[src/rtl/track_predictor_core_if.sv]
// Byte-stream input and result handshake bundle for track_predictor_core.
// The core connects as slave; the byte source / result consumer side is master.
interface track_predictor_core_if #(
    parameter int CH = 2
);
    logic [7:0]      in_data;
    logic            in_valid;
    logic            out_valid;
    logic            out_ready;
    logic [8*CH-1:0] out_pos;
    logic [9*CH-1:0] out_vel;

    modport master (
        output in_data, in_valid, out_ready,
        input  out_valid, out_pos, out_vel
    );

    modport slave (
        input  in_data, in_valid, out_ready,
        output out_valid, out_pos, out_vel
    );
endinterface

[src/rtl/track_predictor_core.sv]
// Deframes A5-headed, XOR-checked position samples, keeps a per-channel history ring
// and emits linearly extrapolated position plus signed velocity through valid/ready.
module track_predictor_core #(
    parameter int CH        = 2,
    parameter int DEPTH     = 16,
    parameter int SPAN      = 4,
    parameter int VSHIFT    = 2,
    parameter int LOOKAHEAD = 2,
    parameter int DEDUP     = 1
) (
    input  logic                  clk,
    input  logic                  reset,
    track_predictor_core_if.slave bus,
    input  logic                  mode,
    input  logic                  flush,
    output logic                  warm,
    output logic                  overrun,
    output logic [7:0]            frame_err_cnt
);
    localparam int PW = 8 * CH;
    localparam int VW = 9 * CH;
    localparam int AW = $clog2(DEPTH);
    localparam int CW = $clog2(DEPTH + 1);
    localparam int IW = $clog2(CH + 1);
    localparam logic signed [12:0] LA = 13'(LOOKAHEAD);

    typedef enum logic [1:0] {HUNT, PAYLOAD, CHECK} state_t;

    state_t          state, state_nx;
    logic [IW-1:0]   byte_idx;
    logic [PW-1:0]   pay_p0, pay_p1, last_pay;
    logic            last_vld;
    logic [7:0]      csum;
    logic            csum_ok, csum_bad, is_dup, accept_p0;
    logic            vld_p1, vld_p2;
    logic [PW-1:0]   hist_mem [DEPTH];
    logic [AW-1:0]   wr_ptr;
    logic [CW-1:0]   count, count_nx;
    logic [PW-1:0]   newest_p2, old_p2;
    logic [PW-1:0]   res_pos;
    logic [VW-1:0]   res_vel;
    logic            out_valid_q;
    logic [PW-1:0]   out_pos_q;
    logic [VW-1:0]   out_vel_q;

    function automatic logic [7:0] clamp_u8(input logic signed [12:0] v);
        if (v < 0)
            return 8'd0;
        else if (v > 13'sd255)
            return 8'd255;
        else
            return v[7:0];
    endfunction

    function automatic logic signed [8:0] velocity(input logic [7:0] nw, input logic [7:0] od);
        logic signed [8:0] diff;
        diff = $signed({1'b0, nw}) - $signed({1'b0, od});
        return diff >>> VSHIFT;
    endfunction

    function automatic logic [7:0] predict(input logic [7:0] nw, input logic signed [8:0] vel);
        logic signed [12:0] sum;
        sum = $signed({5'b0, nw}) + $signed({{4{vel[8]}}, vel}) * LA;
        return clamp_u8(sum);
    endfunction

    always_ff @(posedge clk or posedge reset) begin
        if (reset)
            state <= HUNT;
        else
            state <= state_nx;
    end

    always_comb begin
        state_nx = state;
        if (bus.in_valid) begin
            case (state)
                HUNT:    if (bus.in_data == 8'hA5) state_nx = PAYLOAD;
                PAYLOAD: if (byte_idx == IW'(CH - 1)) state_nx = CHECK;
                default: state_nx = HUNT;
            endcase
        end
    end

    always_ff @(posedge clk or posedge reset) begin
        if (reset)
            byte_idx <= '0;
        else if (bus.in_valid) begin
            if (state == HUNT)
                byte_idx <= '0;
            else if (state == PAYLOAD)
                byte_idx <= byte_idx + 1'b1;
        end
    end

    always_ff @(posedge clk) begin
        for (int c = 0; c < CH; c++)
            if (bus.in_valid && state == PAYLOAD && byte_idx == IW'(c))
                pay_p0[8*c +: 8] <= bus.in_data;
    end

    always_comb begin
        csum = '0;
        for (int c = 0; c < CH; c++)
            csum = csum ^ pay_p0[8*c +: 8];
    end

    assign csum_ok   = bus.in_valid && (state == CHECK) && (bus.in_data == csum);
    assign csum_bad  = bus.in_valid && (state == CHECK) && (bus.in_data != csum);
    assign is_dup    = (DEDUP != 0) && last_vld && (pay_p0 == last_pay);
    assign accept_p0 = csum_ok && !is_dup && !flush;

    always_ff @(posedge clk or posedge reset) begin
        if (reset)
            frame_err_cnt <= '0;
        else if (csum_bad && frame_err_cnt != 8'hFF)
            frame_err_cnt <= frame_err_cnt + 8'd1;
    end

    // p0 -> p1: accepted payload is staged for the history write
    always_ff @(posedge clk or posedge reset) begin
        if (reset)
            vld_p1 <= 1'b0;
        else
            vld_p1 <= accept_p0;
    end

    always_ff @(posedge clk) begin
        if (accept_p0)
            pay_p1 <= pay_p0;
    end

    // p1 -> p2: history write, newest/old sample capture, warm update
    assign count_nx = (count == CW'(DEPTH)) ? count : count + 1'b1;

    always_ff @(posedge clk or posedge reset) begin
        if (reset) begin
            vld_p2   <= 1'b0;
            wr_ptr   <= '0;
            count    <= '0;
            warm     <= 1'b0;
            last_vld <= 1'b0;
        end else if (flush) begin
            vld_p2   <= 1'b0;
            wr_ptr   <= '0;
            count    <= '0;
            warm     <= 1'b0;
            last_vld <= 1'b0;
        end else begin
            vld_p2 <= vld_p1;
            if (vld_p1) begin
                wr_ptr   <= wr_ptr + 1'b1;
                count    <= count_nx;
                warm     <= (count_nx >= CW'(SPAN + 1));
                last_vld <= 1'b1;
            end
        end
    end

    always_ff @(posedge clk) begin
        if (vld_p1 && !flush) begin
            hist_mem[wr_ptr] <= pay_p1;
            last_pay         <= pay_p1;
            newest_p2        <= pay_p1;
            old_p2           <= hist_mem[wr_ptr - AW'(SPAN)];
        end
    end

    always_comb begin
        res_pos = newest_p2;
        res_vel = '0;
        if (mode && warm) begin
            for (int c = 0; c < CH; c++) begin
                res_vel[9*c +: 9] = velocity(newest_p2[8*c +: 8], old_p2[8*c +: 8]);
                res_pos[8*c +: 8] = predict(newest_p2[8*c +: 8], res_vel[9*c +: 9]);
            end
        end
    end

    // p2 -> out: load result; overwriting an unaccepted one flags overrun
    always_ff @(posedge clk or posedge reset) begin
        if (reset) begin
            out_valid_q <= 1'b0;
            overrun     <= 1'b0;
            out_pos_q   <= '0;
            out_vel_q   <= '0;
        end else if (flush) begin
            out_valid_q <= 1'b0;
            overrun     <= 1'b0;
        end else if (vld_p2) begin
            out_valid_q <= 1'b1;
            out_pos_q   <= res_pos;
            out_vel_q   <= res_vel;
            if (out_valid_q && !bus.out_ready)
                overrun <= 1'b1;
        end else if (bus.out_ready) begin
            out_valid_q <= 1'b0;
        end
    end

    assign bus.out_valid = out_valid_q;
    assign bus.out_pos   = out_pos_q;
    assign bus.out_vel   = out_vel_q;
endmodule

[src/flat_wrapper.sv]
// flat-port wrapper written by rule: the top's interface ports become plain ports
module track_predictor_core_flat 
#(
    parameter int CH        = 2,
    parameter int DEPTH     = 16,
    parameter int SPAN      = 4,
    parameter int VSHIFT    = 2,
    parameter int LOOKAHEAD = 2,
    parameter int DEDUP     = 1
)
  (clk, reset, mode, flush, warm, overrun, frame_err_cnt, bus_in_data, bus_in_valid, bus_out_ready, bus_out_valid, bus_out_pos, bus_out_vel);
  track_predictor_core_if #(.CH(CH)) bus_i ();
  input  logic clk;
  input  logic reset;
  input  logic mode;
  input  logic flush;
  output logic warm;
  output logic overrun;
  output logic [7:0] frame_err_cnt;
  input wire logic [$bits(bus_i.in_data)-1:0] bus_in_data;
  input wire logic [$bits(bus_i.in_valid)-1:0] bus_in_valid;
  input wire logic [$bits(bus_i.out_ready)-1:0] bus_out_ready;
  output wire logic [$bits(bus_i.out_valid)-1:0] bus_out_valid;
  output wire logic [$bits(bus_i.out_pos)-1:0] bus_out_pos;
  output wire logic [$bits(bus_i.out_vel)-1:0] bus_out_vel;
  assign bus_i.in_data = bus_in_data;
  assign bus_i.in_valid = bus_in_valid;
  assign bus_i.out_ready = bus_out_ready;
  assign bus_out_valid = bus_i.out_valid;
  assign bus_out_pos = bus_i.out_pos;
  assign bus_out_vel = bus_i.out_vel;
  track_predictor_core #(.CH(CH), .DEPTH(DEPTH), .SPAN(SPAN), .VSHIFT(VSHIFT), .LOOKAHEAD(LOOKAHEAD), .DEDUP(DEDUP)) u_core (.clk(clk), .reset(reset), .bus(bus_i), .mode(mode), .flush(flush), .warm(warm), .overrun(overrun), .frame_err_cnt(frame_err_cnt));
endmodule
[config.mk]
export PLATFORM = sky130hd
export DESIGN_NAME = track_predictor_core_flat
export DESIGN_NICKNAME = d
export VERILOG_FILES = /design/src/rtl/track_predictor_core_if.sv /design/src/rtl/track_predictor_core.sv /design/src/flat_wrapper.sv
export SDC_FILE = /design/constraint.sdc
export NUM_CORES = 1
export LEC_CHECK = 0
export ABC_CLOCK_PERIOD_IN_PS = 3500
export CORE_ASPECT_RATIO = 0.6
export CORE_MARGIN = 1
export CORE_UTILIZATION = 30
export DETAILED_ROUTE_END_ITERATION = 6
export MAX_ROUTING_LAYER = met4
export PLACE_DENSITY = 0.49
export SLEW_MARGIN = 25
export SYNTH_ARGS = -nofsm -noshare
export SYNTH_HDL_FRONTEND = slang
export SYNTH_SLANG_ARGS = --single-unit
[constraint.sdc]
create_clock -name clk -period 3.5 [get_ports clk]
set_input_delay 0.7 -clock clk [delete_from_list [all_inputs] [get_ports clk]]
set_output_delay 0.7 -clock clk [all_outputs]
set_load 0.005 [all_outputs]
Yosys cells after proc, flatten, opt, wreduce, memory -nomap -nowiden
Memories as Yosys holds them, arrays and structs flattened. A register that Yosys moved wholly into a read port is not among the register bits. Cells that the tools add are included.

Register bits: 109. RAM bits: 256. Input bits: 14. Output and inout port bits: 45. Word-level logic and storage cells: 101. Memories: 1.

Memory list: u_core.hist_mem (depth 16, width 16, rd ports 1, clocked after Yosys merged registers in 1, wr ports 1, line track_predictor_core.sv:36) `logic [PW-1:0] hist_mem [DEPTH];`.

Add/sub/neg operators: 9. Order comparisons: 5. Equal/unequal tests: 11. Multiplexer cells: 29. Bitwise operators: 2. Reduce and logical (&&, ||, !) cells: 27.

Operators with widths (count): $mux 8 (4); $add 9x8->10 (2); $gt 10x9->1 const B (2); $lt 10x1->1 const B (2); $mux 18 (1); $sub 8x8->9 (2); $eq 16x16->1 (1); $mux 16 (1); $mux 5 (3); $logic_and 1x1->1 (13); $mux 1 (13); $add 8x1->8 const B (1); $eq 8x8->1 (1); $eq 8x8->1 const B (1); $mux 2 (4); $mux 4 (2); $ne 8x8->1 (1); $ne 8x8->1 const B (1); $reduce_bool 2->1 (4); $xor 8x8->8 (1); $reduce_and 2->1 (3); $add 5x1->5 const B (1); $eq 5x5->1 const B (1); $ge 5x3->1 const B (1); 13 further kinds (17).

Depth between registers and ports, before layout
Gate-level depths: netlist (run 1).

Word-level depth: 6. Depth in mapped cells: 15. Gate-level depth less buffers: 15.

Worst setup path after synthesis (run 1)
Ideal clock, no wire load.

Path kind: reg2reg. Start point: register u_core.last_pay[2] (netlist name). End point: register u_core.out_pos_q[1] (netlist: u_core.bus.out_pos[1]). Setup time: 0.135 ns. Arrival: 3.385 ns. Required time: 3.365 ns. Setup slack: -0.020 ns. Stages on the path, launching flop included: 15. Buffers on the path: 1. Clock period less this slack: 3.520 ns. Path through: edfxtp_1 > ha_1 > o21a_1 > nor2_1 > nor3_1 > a2111oi_2 > xnor2_1 > ha_1 > inv_1 > o311ai_0 > nand2_1 > or4_4 > buf_6 > a21oi_1 > o21ai_1.

RTL lines: end signal: assignment (line track_predictor_core.sv:192) `out_pos_q <= res_pos;`; end: declaration (line track_predictor_core.sv:43) `logic [PW-1:0] out_pos_q;`.

==> results of run 1 <==
==> layout make-up <==
cell class / count / area, sq um
fill: 4927 / 33000
sequential: 377 / 11000
multi-input combinational: 453 / 4900
timing repair buffer: 167 / 1570
clock buffer: 42 / 966
tap: 703 / 880
clock inverter: 20 / 158
inverter: 39 / 146
==> stage by stage <==
stage	cell area, sq um	total power [W]	hold slack, ns	std cells
after floorplan	16100	0.00496	0.460	903
after global placement	18300	0.00500	0.485	1729
after detailed placement	18300	0.00500	0.489	1729
after CTS	19400	0.00883	0.502	1792
after global routing	19700	0.00902	0.528	1801
final	19700	0.00872	0.495	1801
==> kinds of logic after synthesis <==
logic type,after synthesis,synth area share (%)
AND/OR/NAND/NOR,133,4.51
AO/OA/AOI/OAI,130,5.82
multiplexers,84,11.5
flip-flops,377,68.8
XOR/XNOR,58,3.68
buffers and inverters,73,1.89
adder cells (fa/ha/maj),48,3.84
==> power by group <==
part	switching [W]	internal (W)	total (W)
clock network	0.00169	0.00213	0.00381
logic	0.0000441	0.0000367	0.0000807
registers	0.0000101	0.00482	0.00483
==> worst max-delay path: stages (launching register included) <==
cell,delay [ns]
edfxtp_1,0.43
ha_4,0.25
a2111oi_4,0.43
nor2_4,0.10
a211oi_2,0.28
xnor2_2,0.12
ha_1,0.33
inv_1,0.05
o311ai_0,0.31
nand2_1,0.18
buf_4,0.21
a221oi_2,0.31
buf_4,0.18
o221ai_1,0.11
==> worst max path at each step <==
stage                        from                endpoint  slack [ns]
3_3_place_gp   u_core.last_pay[9]  u_core.bus.out_pos[10]        0.02
5_1_grt          u_core.old_p2[9]  u_core.bus.out_pos[10]       -0.09
2_1_floorplan  u_core.last_pay[1]   u_core.bus.out_pos[1]        0.02
3_5_place_dp   u_core.last_pay[9]  u_core.bus.out_pos[10]       -0.10
6_report       u_core.last_pay[9]  u_core.bus.out_pos[10]        0.07
4_1_cts        u_core.last_pay[9]  u_core.bus.out_pos[10]        0.02
==> layer usage <==
layer  share of wire, %  track usage, %  up-vias
li1                   -               -     3933
met1                 55            24.8     4593
met2                 39            19.0      178
met3                5.6            3.73       37
met4                1.1            2.25        0
met5                  0               -        -
==> flip-flops by register name (all words and copies together), names as in the netlist <==
register,flops
u_core.vld_p2,1
u_core.overrun,1
u_core.byte_idx,2
u_core.state,2
u_core.warm,1
u_core.count,5
u_core.last_pay,16
u_core.frame_err_cnt,8
u_core.pay_p0,16
u_core.vld_p1,1
u_core.wr_ptr,4
u_core.bus.out_valid,1
u_core.bus.out_pos,16
u_core.bus.out_vel,14
u_core.last_vld,1
u_core.hist_mem,256
u_core.pay_p1,16
u_core.old_p2,16
==> cell usage in the layout (no fill, tap or decap), drive strengths merged, types with 26 or more instances in the layout <==
cell type / instances
a21oi: 26
buf: 109
clkbuf: 42
clkdlybuf4s50: 58
dfrtp: 57
edfxtp: 320
ha: 46
inv: 39
mux4: 80
nor2: 36
o21ai: 27
xnor2: 42
==> timing repair <==
action | CTS | global route
gates resized for setup | 6 | 26
buffers inserted | 1 | 9
endpoints found under the setup margin | 14 | 16
hold buffers | 0 | 0
pin swaps | 1 | 13
cloned | 0 | 0
==> flow_metrics.tcl, run 1 <==
set metrics [dict create \
    max_cap_violations 0 \
    fmax_mhz 292 \
    grt_usage_pct 15.3 \
    cp.required_ns 3.89 \
    r2r_cells 13 \
    status "finished, final reports clean" \
    synth_common_cells "320 x edfxtp_1, 80 x mux4_2, 57 x dfrtp_1" \
    min_to "u_core.frame_err_cnt[4]" \
    slew_headroom_pct 31.8 \
    std_cell_rows 65 \
    dieArea_sq_um 54400 \
    drt_wl_total_microns 40000 \
    worstSkewPairLatency_ns 0.53 \
    port_buffers 58 \
    root_buffer "clkbuf_16" \
    synth_cells 903 \
    antenna_found_initial 0 \
    worstPathArrival_ns 3.82 \
    cp-end-kind "register" \
    synth_nets 965 \
    reg2reg_from "u_core.last_pay[9]" \
    yosys_most_used_dff "edfxtp_1" \
    critPathKind "register to register" \
    grt_start_max_net_pins 37 \
    overflow 0 \
    period_minus_slack_ns 3.43 \
    via_count 8741 \
    skew_ns 0.0142 \
    syn_area_per_cell_sq_um 17.8 \
    core-area_sq_um 52700 \
    clk_pin_slew_ns 0.06 \
    min-delay-start "u_core.frame_err_cnt[4]" \
    synth_area_sq_um 16000 \
    ys_seq_elements 377 \
    ant_nets 0 \
    drt_pass1_iterations 5 \
    clock_path_buffers 3 \
    cts_num_sinks 377 \
    cts_tree "yes" \
    yosysMostFrequentCell "edfxtp_1" \
    finalWorstSetupSlack_ns 0.0741 \
    finalHoldViolations 0 \
    setup_tns_ns 0 \
    yosys.area.top_type "edfxtp_1" \
    finalSetupViolations 0 \
    ys_types 65 \
    gp_congestion 0.878 \
    p_leak_nw 6.81 \
    dp_slack_ns -0.104 \
    initial_utilization_pct 30.4 \
    reg2reg_to "u_core.bus.out_pos[10]" \
    drtIter0Drc 695 \
    postSynth.asyncResetShare_pct 15.1 \
    start_kind "register" \
    tightest_slew_ns 1.02 \
    synth_edf_count 320 \
    antennaDiodeCount 0 \
    ctsHtreeMaxLevel 2 \
    fin_crit_sh_pct 97.9 \
    rsz0062_at_grt "yes" \
    grt_pass1_wl_microns 60000 \
    grt_pass1_vias 8956 \
    slew_violations 0 \
    yosysTopAreaCellShare_pct 59.9 \
    utilization_pct 37.3 \
    layout-drive-gt1-share_pct 25.8 \
    rrSetupSlack_ns 0.07 \
    ys_seq_area_share_pct 68.8 \
    critPathMaxFanout 6 \
    ir_worst_vdd_mv 0.269 \
    drc 0 \
    fp.dieH_microns 181 \
    hold_depth 1 \
    area_delta_synth_final_pct 22.5 \
    wl_per_cell_microns 22.2 \
    numCtsBuffers 36 \
    hold_path.class "register to register" \
    synth.area.top_cells "edfxtp_1 60%, mux4_2 11%, dfrtp_1 8.9%" \
    fp.dieW_microns 301 \
    p_per_area_nw_per_um2 444 \
    ios 59 \
    place_hpwl_microns 27000 \
    fin_nets 1136 \
    yosysWarnings 0 \
    vias_per_cell 4.85 \
]
(Power assumes the default switching activity.)
==> run 2, diff against run 1 <==
--- a/config.mk
+++ b/config.mk
@@ -5,13 +5,16 @@
 export SDC_FILE = /design/constraint.sdc
 export NUM_CORES = 1
 export LEC_CHECK = 0
+export ABC_AREA = 0
 export ABC_CLOCK_PERIOD_IN_PS = 3500
+export CELL_PAD_IN_SITES_DETAIL_PLACEMENT = 0
+export CELL_PAD_IN_SITES_GLOBAL_PLACEMENT = 1
 export CORE_ASPECT_RATIO = 0.6
-export CORE_MARGIN = 1
+export CORE_MARGIN = 2
 export CORE_UTILIZATION = 30
 export DETAILED_ROUTE_END_ITERATION = 6
 export MAX_ROUTING_LAYER = met4
-export PLACE_DENSITY = 0.49
+export PLACE_DENSITY = 0.54
 export SLEW_MARGIN = 25
 export SYNTH_ARGS = -nofsm -noshare
 export SYNTH_HDL_FRONTEND = slang
==> run 2 against run 1 <==
Effect of this change: count of clock-buffer cells in the layout is the same; clock power grew 5%; core utilization is 0.078 points higher; sequential share of layout area down 0.12 points; sequential power barely moved; first-iteration DRC count up 21%; critical endpoint is now u_core.bus.out_pos[4].
==> flow_metrics.tcl, run 2 (same netlist as run 1, synthesis figures left out) <==
set metrics [dict create \
    slew_violations 0 \
    final_cell_mix "320 x edfxtp_1, 108 x buf_4, 80 x mux4_2" \
    ios 59 \
    critPathMaxFanout 7 \
    std_cell_rows 65 \
    skew_ns 0.0128 \
    fin_nets 1139 \
    wl_per_cell_microns 23.0 \
    finalSetupViolations 0 \
    grt_pass1_vias 9032 \
    cts_num_sinks 377 \
    ant_nets 0 \
    finalHoldViolations 0 \
    largest_register_ff_count 256 \
    drt_wl_total_microns 41600 \
    drt_pass1_iterations 7 \
    max_cap_violations 0 \
    rrSetupSlack_ns 0.04 \
    fp.dieH_microns 183 \
    worstPathArrival_ns 3.87 \
    hold_path.class "input pin to async pin" \
    grt_usage_pct 15.5 \
    seqCellArea_sq_um 11000 \
    status "finished, final reports clean" \
    multi_input_area_sq_um 4990 \
    hold_buffers 0 \
    antenna_found_initial 0 \
    core-area_sq_um 52700 \
    fmax_mhz 289 \
    clk_pin_slew_ns 0.07 \
    root_buffer "clkbuf_16" \
    rsz0062_at_grt "yes" \
    reg2reg_from "u_core.last_pay[1]" \
    fin_crit_sh_pct 98.9 \
    port_buffers 58 \
    cts_tree "yes" \
    ir_worst_vdd_mv 0.300 \
    finalInstanceArea_sq_um 19700 \
    n_fill_cell 4920 \
    via_count 8925 \
    period_minus_slack_ns 3.46 \
    p_per_area_nw_per_um2 452 \
    cp-end-kind "register" \
    startpoint "u_core.last_pay[1]" \
    overflow 0 \
    grt_start_max_net_pins 41 \
    place_area_sq_um 18100 \
    p_leak_nw 6.82 \
    initial_utilization_pct 30.4 \
    worstSkewPairLatency_ns 0.54 \
    regMostFlops "u_core.hist_mem" \
    whs_ns 0.472 \
    cp.required_ns 3.91 \
    dieArea_sq_um 55400 \
    r2r_cells 13 \
    vias_per_cell 4.94 \
    area_delta_synth_final_pct 22.8 \
    layout-drive-gt1-share_pct 27.0 \
    reg2reg_to "u_core.bus.out_pos[4]" \
    clock_path_buffers 3 \
    drc 0 \
    mostFrequentLayoutCell "edfxtp_1" \
    start_kind "register" \
    ctsHtreeMaxLevel 2 \
    gp_congestion 0.794 \
    critPathKind "register to register" \
    numCtsBuffers 36 \
    grt_pass1_wl_microns 61200 \
    antennaDiodeCount 0 \
    tightest_slew_ns 1.04 \
    slew_headroom_pct 30.1 \
    cp-endpoint "u_core.bus.out_pos[4]" \
    fp.dieW_microns 303 \
    place_hpwl_microns 26900 \
    drtIter0Drc 843 \
]
[run 2: cell count changes in the layout (fill, tap and decap cells not counted), sizes merged]
cell,change
clkinvlp,+2
clkinv,-4
bufinv,+2
inv,+2
buf,+3
[run 2: layout make-up]
cell class,instances,area share (%)
Clock buffer,42,4.80
Clock inverter,22,1.18
Inverter,39,0.743
Multi-Input combinational cell,453,25.3
Sequential cell,377,56.0
Tap cell,703,4.46
Timing Repair Buffer,170,7.42
[run 2: per-layer routing]
layer | share of wire (%) | up-vias | track usage [%]
met5 | 0 | - | -
met3 | 5.4 | 53 | 2.88
met4 | 1.4 | 0 | 2.48
met1 | 54 | 4709 | 26.0
li1 | - | 3955 | -
met2 | 39 | 208 | 19.1
[run 2: repair_timing]
item                                    CTS  global route
buffers inserted                          3            13
pin swaps                                 3            30
endpoints found under the setup margin    8            16
gates resized for setup                   2            46
[run 2: worst max-delay path, stage by stage, from the launching register on]
cell	delay, ns
edfxtp_1	0.43
ha_4	0.28
a2111oi_4	0.41
buf_4	0.20
o31ai_4	0.07
a21oi_2	0.14
xnor2_1	0.10
ha_1	0.33
nor2_2	0.06
o311ai_2	0.29
nand2_1	0.17
or4_4	0.60
a21oi_2	0.18
o21ai_1	0.07
[run 2: power breakdown]
| group | switching (W) | internal, W | total [W] |
|---|---|---|---|
| clock network | 0.00175 | 0.00225 | 0.00400 |
| registers | 0.00000911 | 0.00482 | 0.00483 |
| logic | 0.0000416 | 0.0000356 | 0.0000772 |
| total | 0.00180 | 0.00710 | 0.00890 |
[run 2: worst min-delay path by stage]
stage                         endpoint  slack, ns
2_1_floorplan          u_core.last_vld       0.46
3_3_place_gp   u_core.frame_err_cnt[4]       0.48
3_5_place_dp   u_core.frame_err_cnt[4]       0.49
4_1_cts        u_core.frame_err_cnt[4]       0.48
5_1_grt        u_core.frame_err_cnt[5]       0.51
6_report       u_core.frame_err_cnt[5]       0.47
[run 2: stage by stage]
stage	setup TNS [ns]	instances	worst slack [ns]	utilization [%]	power [W]
final	0	1806	0.0393	37.4	0.00890
after global routing	-1.19	1806	-0.124	37.4	0.00921
after CTS	0	1793	0.00657	36.7	0.00901
after detailed placement	-0.133	1726	-0.0535	34.4	0.00500
after global placement	0	1726	0.0231	34.4	0.00500
after floorplan	0	903	0.0213	-	0.00496
==> run 3, diff against run 2 <==
--- a/config.mk
+++ b/config.mk
@@ -13,6 +13,8 @@
 export CORE_MARGIN = 2
 export CORE_UTILIZATION = 30
 export DETAILED_ROUTE_END_ITERATION = 6
+export GPL_TIMING_DRIVEN = 0
+export HOLD_SLACK_MARGIN = 0.05
 export MAX_ROUTING_LAYER = met4
 export PLACE_DENSITY = 0.54
 export SLEW_MARGIN = 25
==> run 3 against run 2 <==
Effect of this change: the run now ends with setup timing left; core utilization shrank 0.40 points; non-clock buffer count decreased by 32; final area decreased by 1.1%; setup slack worse by 0.051 ns; critical path type unchanged; die area stayed put.
==> flow_metrics.tcl, run 3 (same netlist as run 1, synthesis figures left out) <==
set metrics [dict create \
    dieArea_sq_um 55400 \
    clock_path_buffers 3 \
    antenna_found_initial 0 \
    clockPowerShare_pct 43.1 \
    antennaDiodeCount 0 \
    critical_path.slowest_cell "or4_4" \
    start_kind "register" \
    cts_num_sinks 377 \
    finalHoldViolations 0 \
    ir_worst_vdd_mv 0.315 \
    critical-path-top-delay-family "simple AND/OR/NAND/NOR gates" \
    max_cap_violations 0 \
    initial_utilization_pct 30.4 \
    swShare_pct 20.0 \
    fin_crit_sh_pct 100 \
    ant_nets 0 \
    fin_nets 1107 \
    mostFrequentLayoutCell "edfxtp_1" \
    cpPeakStageDelay_ns 0.59 \
    cp-endpoint "u_core.bus.out_pos[1]" \
    area_delta_synth_final_pct 21.5 \
    core-area_sq_um 52700 \
    grt_pass1_vias 8963 \
    drtIter0Drc 772 \
    power_frac_comb_pct 0.9 \
    fmax_mhz 285 \
    rrSetupSlack_ns -0.01 \
    layout-drive-gt1-share_pct 26.2 \
    hold_path.class "register to register" \
    violations "setup timing" \
    power_w 0.00861 \
    overflow 0 \
    fp.dieW_microns 303 \
    via_count 8862 \
    critPathMaxFanout 7 \
    port_buffers 57 \
    p_per_area_nw_per_um2 442 \
    reg2reg_to "u_core.bus.out_pos[1]" \
    n_fill_cell 4947 \
    grt_pass1_wl_microns 61400 \
    utilization_pct 37.0 \
    final_cell_mix "320 x edfxtp_1, 80 x mux4_2, 57 x clkdlybuf4s50_1, 57 x dfrtp_1, 45 x buf_4" \
    cp-end-kind "register" \
    dp_slack_ns -0.922 \
    drc 0 \
    rsz0062_at_grt "yes" \
    drt_pass1_iterations 4 \
    skew_ns 0.0296 \
    startpoint "u_core.last_pay[7]" \
    cp_cell_sequence "ha_1, nand3_1, nor4_4, nor2_2, ha_1, nand2b_1, o2111ai_1, nand2_1, or4_4, a21oi_1, o21ai_1" \
    place_hpwl_microns 27700 \
    crit_buf_inv 0 \
    period_minus_slack_ns 3.51 \
    r2r_cells 11 \
    reg2reg_from "u_core.last_pay[7]" \
    p_leak_nw 6.60 \
    root_buffer "clkbuf_16" \
    slew_headroom_pct 33.9 \
    regMostFlops "u_core.hist_mem" \
    numCtsBuffers 36 \
    drt_wl_total_microns 41600 \
    worstPathArrival_ns 3.92 \
    seq_power_share_pct 56.1 \
    tightest_slew_ns 0.992 \
    grt_start_max_net_pins 34 \
    path_depth 11 \
    ios 59 \
    worstSkewPairLatency_ns 0.54 \
    critPathKind "register to register" \
    finalWorstSetupSlack_ns -0.0117 \
    p_switching_w 0.00173 \
    wl_per_cell_microns 23.5 \
    finalSetupViolations 2 \
    cts_tree "yes" \
    ctsHtreeMaxLevel 2 \
    wl_met3_microns 3010 \
    vias_per_cell 5.00 \
    cp_common_cell "ha_1" \
    whs_ns 0.491 \
    largest_register_ff_count 256 \
    highest_layer "met4" \
    cp.required_ns 3.91 \
    slew_violations 0 \
    grt_usage_pct 15.7 \
    gp_congestion 0.805 \
    clk_pin_slew_ns 0.06 \
    met2_length_microns 15900 \
    intPower_w 0.00689 \
    wl_met1_microns 22200 \
    std_cell_rows 65 \
    fp.dieH_microns 183 \
    status "finished, violations left" \
]
[run 3: changes by cell type in the layout (fill, tap and decap cells not counted), sizes merged]
cell	before	now
buf	112	60
clkbuf	42	60
clkinv	13	19
bufinv	4	2
clkinvlp	3	1
clkdlybuf4s50	58	57
inv	41	40
[run 3: cell type report]
class / instances / area, sq um / share of cell area [%]
sequential: 377 / 11000 / 56.6
clock buffer: 39 / 912 / 4.68
timing repair buffer: 106 / 986 / 5.06
inverter: 39 / 149 / 0.764
clock inverter: 23 / 170 / 0.873
tap: 703 / 880 / 4.51
buffer: 32 / 149 / 0.764
multi-input combinational: 453 / 5210 / 26.7
[run 3: what timing repair did]
item                       in CTS  in global routing
hold buffers                    0                  0
setup buffers                  31                 16
setup endpoints to repair      32                 26
gates resized for setup        46                 47
pin swaps                      24                 31
[run 3: how the worst min path moves through the flow]
stage                                 start                       to  slack [ns]  cells past startpoint
floorplan                   u_core.last_vld          u_core.last_vld        0.46                      2
global placement            u_core.last_vld          u_core.last_vld        0.48                      2
detailed placement  u_core.frame_err_cnt[4]  u_core.frame_err_cnt[4]        0.49                      1
CTS                 u_core.frame_err_cnt[4]  u_core.frame_err_cnt[4]        0.50                      1
global route          u_core.bus.out_pos[0]    u_core.bus.out_pos[0]        0.52                      2
finish              u_core.frame_err_cnt[4]  u_core.frame_err_cnt[4]        0.49                      1
[run 3: per-layer routing]
layer / track usage [%] / vias to the layer above
met1: 25.9 / 4650
met4: 2.38 / 0
met2: 19.3 / 279
li1: - / 3885
met5: - / -
met3: 3.38 / 48
[run 3: per-stage QoR]
stage	std cells	TNS (ns)	instance area (sq um)
finish	1772	-0.0133	19500
floorplan	903	0	16100
global placement	1663	-200.55	17500
CTS	1757	0	19200
detailed placement	1665	-26.59	17600
global route	1772	-1.07	19500
[run 3: power by group through the flow]
stage / sequential, W / combinational (W) / clock, W
floorplan: 0.00492 / 0.0000367 / 0
global placement: 0.00492 / 0.0000722 / 0
detailed placement: 0.00492 / 0.0000751 / 0
CTS: 0.00483 / 0.0000757 / 0.00380
global route: 0.00483 / 0.0000822 / 0.00398
finish: 0.00483 / 0.0000737 / 0.00371
[run 3: worst reg2reg max path, stage by stage, from the launching register on]
cell	delay (ns)
edfxtp_1	0.58
ha_1	0.43
nand3_1	0.19
nor4_4	0.33
nor2_2	0.11
ha_1	0.35
nand2b_1	0.24
o2111ai_1	0.14
nand2_1	0.14
or4_4	0.59
a21oi_1	0.22
o21ai_1	0.07
==> edit, RTL diff (flow settings as in run 1) <==
`CH` is set to 2 in 3 places; all go to 4.
--- a/src/rtl/track_predictor_core_if.sv
+++ b/src/rtl/track_predictor_core_if.sv
@@ -3,3 +3,3 @@
 interface track_predictor_core_if #(
-    parameter int CH = 2
+    parameter int CH = 4
 );
--- a/src/rtl/track_predictor_core.sv
+++ b/src/rtl/track_predictor_core.sv
@@ -3,3 +3,3 @@
 module track_predictor_core #(
-    parameter int CH        = 2,
+    parameter int CH        = 4,
     parameter int DEPTH     = 16,
--- a/src/flat_wrapper.sv
+++ b/src/flat_wrapper.sv
@@ -3,3 +3,3 @@
 #(
-    parameter int CH        = 2,
+    parameter int CH        = 4,
     parameter int DEPTH     = 16,
Interface: changed (resized bus_out_pos and bus_out_vel); port bits go from 59 to 93. No check against the original RTL was run, so the function may have changed too.
==> edit against run 1 <==
- worst hold slack gained 0.0026 ns
- sequential share of layout area grew 2.4 points
- count of clock-buffer cells in the layout grew 41
- clock skew rose by 0.00098 ns
- sequential cell count grew 351
- global-route usage increased by 1.2 points
- total power rose by 100%
- worst setup slack better by 0.050 ns
- area after synthesis increased by 91%
- cell area is 86% higher
- routed wire length is 110% higher
- largest cell class unchanged
==> edit: results (changes against run 1) <==
[timing]
fin_worst_skew_ns = 0.0152  ; +0.000978 ns
worst_slew_pin_slew_ns = 0.858  ; -0.162 ns

[clocking]
h-tree-depth = 3  ; +1
path_clk_slew_ns = 0.07
cts-buffers-inserted = 68  ; +89%
clk_latency_ns = 0.62  ; +0.09 ns

[synth]
synth-xor-area-share_pct = 3.43  ; -0.25 points
syn-num-nets = 1980  ; +110%
yosys-top-cells-count = edfxtp_1 (640), mux2i_1 (105), o21ai_0 (94)
synth_compound_area_share_pct = 7.90  ; +2.1 points
ys_warn_count = 0  ; unchanged
synth_ff_type = edfxtp_1
ys_ff_latch = 728  ; +93%
synth-edff-count = 640  ; +100%
synthArstFlopShare_pct = 12.1  ; -3.0 points
synth.distinct_cells = 69  ; +6.2%
synthAdderAreaFrac_pct = 3.57  ; -0.27 points
yosys-top-cells-area = edfxtp_1 (63%), dfrtp_1 (7.2%), mux4_2 (4.7%), mux2i_1 (3.4%), ha_1 (3.3%)
seq_area_frac_synth_pct = 69.9  ; +1.1 points
synth_mux_area_share_pct = 9.22  ; -2.3 points

[finish]
diodes = 0  ; unchanged
largest_reg_flops = 512  ; +100%
layout.nets = 2185  ; +92%
drive_above_1_share_pct = 17.9  ; -7.9 points

[drt]
dr_total_vias = 17510  ; +100%
wl_per_cell_um = 24.0  ; +8.3%
dr_wl_met3_um = 5860  ; +160%
wl_met1_um = 43200  ; +98%
drtIter0Drc = 1501  ; +120%
met2_length_um = 33000  ; +110%

[pwr]
p_int_mw = 14.0  ; +100%
p_leak_nw = 12.3  ; +81%
ir_drop_mv = 0.329  ; +22%

[global_route]
grt_pass1_wl_um = 120000  ; +100%
grt_antenna_before_repair = 3  ; +3
grt.total_usage_pct = 16.5  ; +1.2 points
grt_max_degree = 66  ; +78%
grt_pass1_vias = 17432  ; +95%

[worst_setup_path]
arrival_ns = 3.93  ; +0.11 ns
cp_max_fo = 7  ; +1

[outcome]
status = finished, final reports clean

[place]
placement.io_buffers = 92  ; +59%
place.gp.congestion = 0.861  ; -1.9%
hpwl_um = 53900  ; +100%

[min_path]
hp-class = input pin to async pin

edit: changes by cell type in the layout (fill, tap and decap cells not counted), sizes merged, moves of 27 or more:
cell,change
o21ai,+80
a22oi,+50
ha,+35
xnor2,+43
clkdlybuf4s50,+34
nor2,+35
clkbuf,+41
a21oi,+48
dfrtp,+31
mux2i,+105
edfxtp,+320
a221oi,+27
nand2,+54
edit: power groups by stage:
stage | combinational [mW] | sequential (mW) | clock [mW]
final | 0.448 | 9.59 | 7.62
after global routing | 0.496 | 9.59 | 8.12
after CTS | 0.450 | 9.58 | 7.82
after detailed placement | 0.443 | 9.77 | 0
after global placement | 0.442 | 9.77 | 0
after floorplan | 0.289 | 9.70 | 0
edit: layer usage:
| layer | global-route usage, % | vias to the layer above |
|---|---|---|
| met5 | - | - |
| met4 | 3.78 | 0 |
| met3 | 3.80 | 109 |
| met2 | 21.1 | 522 |
| met1 | 25.7 | 9144 |
| li1 | - | 7735 |
edit: cell families (layout without fill, tap and decap cells):
kind of cell	after synthesis	after routing
adders and majority gates	85	85
muxes	198	198
and+or+nand+nor	252	252
AOI/OAI and AO/OA	360	360
xor gates and xnor gates	120	120
buffers and inverters	138	394
DFF	728	728
edit: final cells by class:
cell class              count  area [um2]
fillers                  9452       64300
flip-flops and latches    728       21400
multi-input cells        1015        8910
repair buffers            211        2090
clock buffers              83        1860
well taps                1334        1670
clock inverters            38         384
inverters                  62         235
edit: worst paths after layout:
kind	start	end	slack [ns]	depth (start not counted)
max in group asynchronous	reset	u_core.wr_ptr[1]	2.27	3
worst min-delay path	reset	u_core.bus.out_pos[0]	0.50	2
min in group clk	u_core.frame_err_cnt[6]	u_core.frame_err_cnt[6]	0.50	1
worst max-delay path	u_core.last_pay[2]	u_core.bus.out_pos[4]	0.12	15
worst min register to register	u_core.frame_err_cnt[6]	u_core.frame_err_cnt[6]	0.50	1
worst max register to register	u_core.last_pay[2]	u_core.bus.out_pos[4]	0.12	15
edit: what timing repair did:
action,CTS,global route
buffers inserted,0,4
endpoints found under the setup margin,14,31
pin swaps,0,10
resized for setup,4,33
edit: metrics by stage:
step           worst slack [ns]  setup TNS (ns)  hold WS (ns)  instances  cell area, um2
2_1_floorplan            0.0343               0         0.460       1881           30700
3_3_place_gp            -0.0990          -0.495         0.487       3346           34100
3_5_place_dp             -0.104          -0.600         0.491       3346           34100
4_1_cts                 0.00643               0         0.465       3467           36400
5_1_grt                 -0.0307         -0.0768         0.530       3471           36600
6_report                  0.124               0         0.498       3471           36600
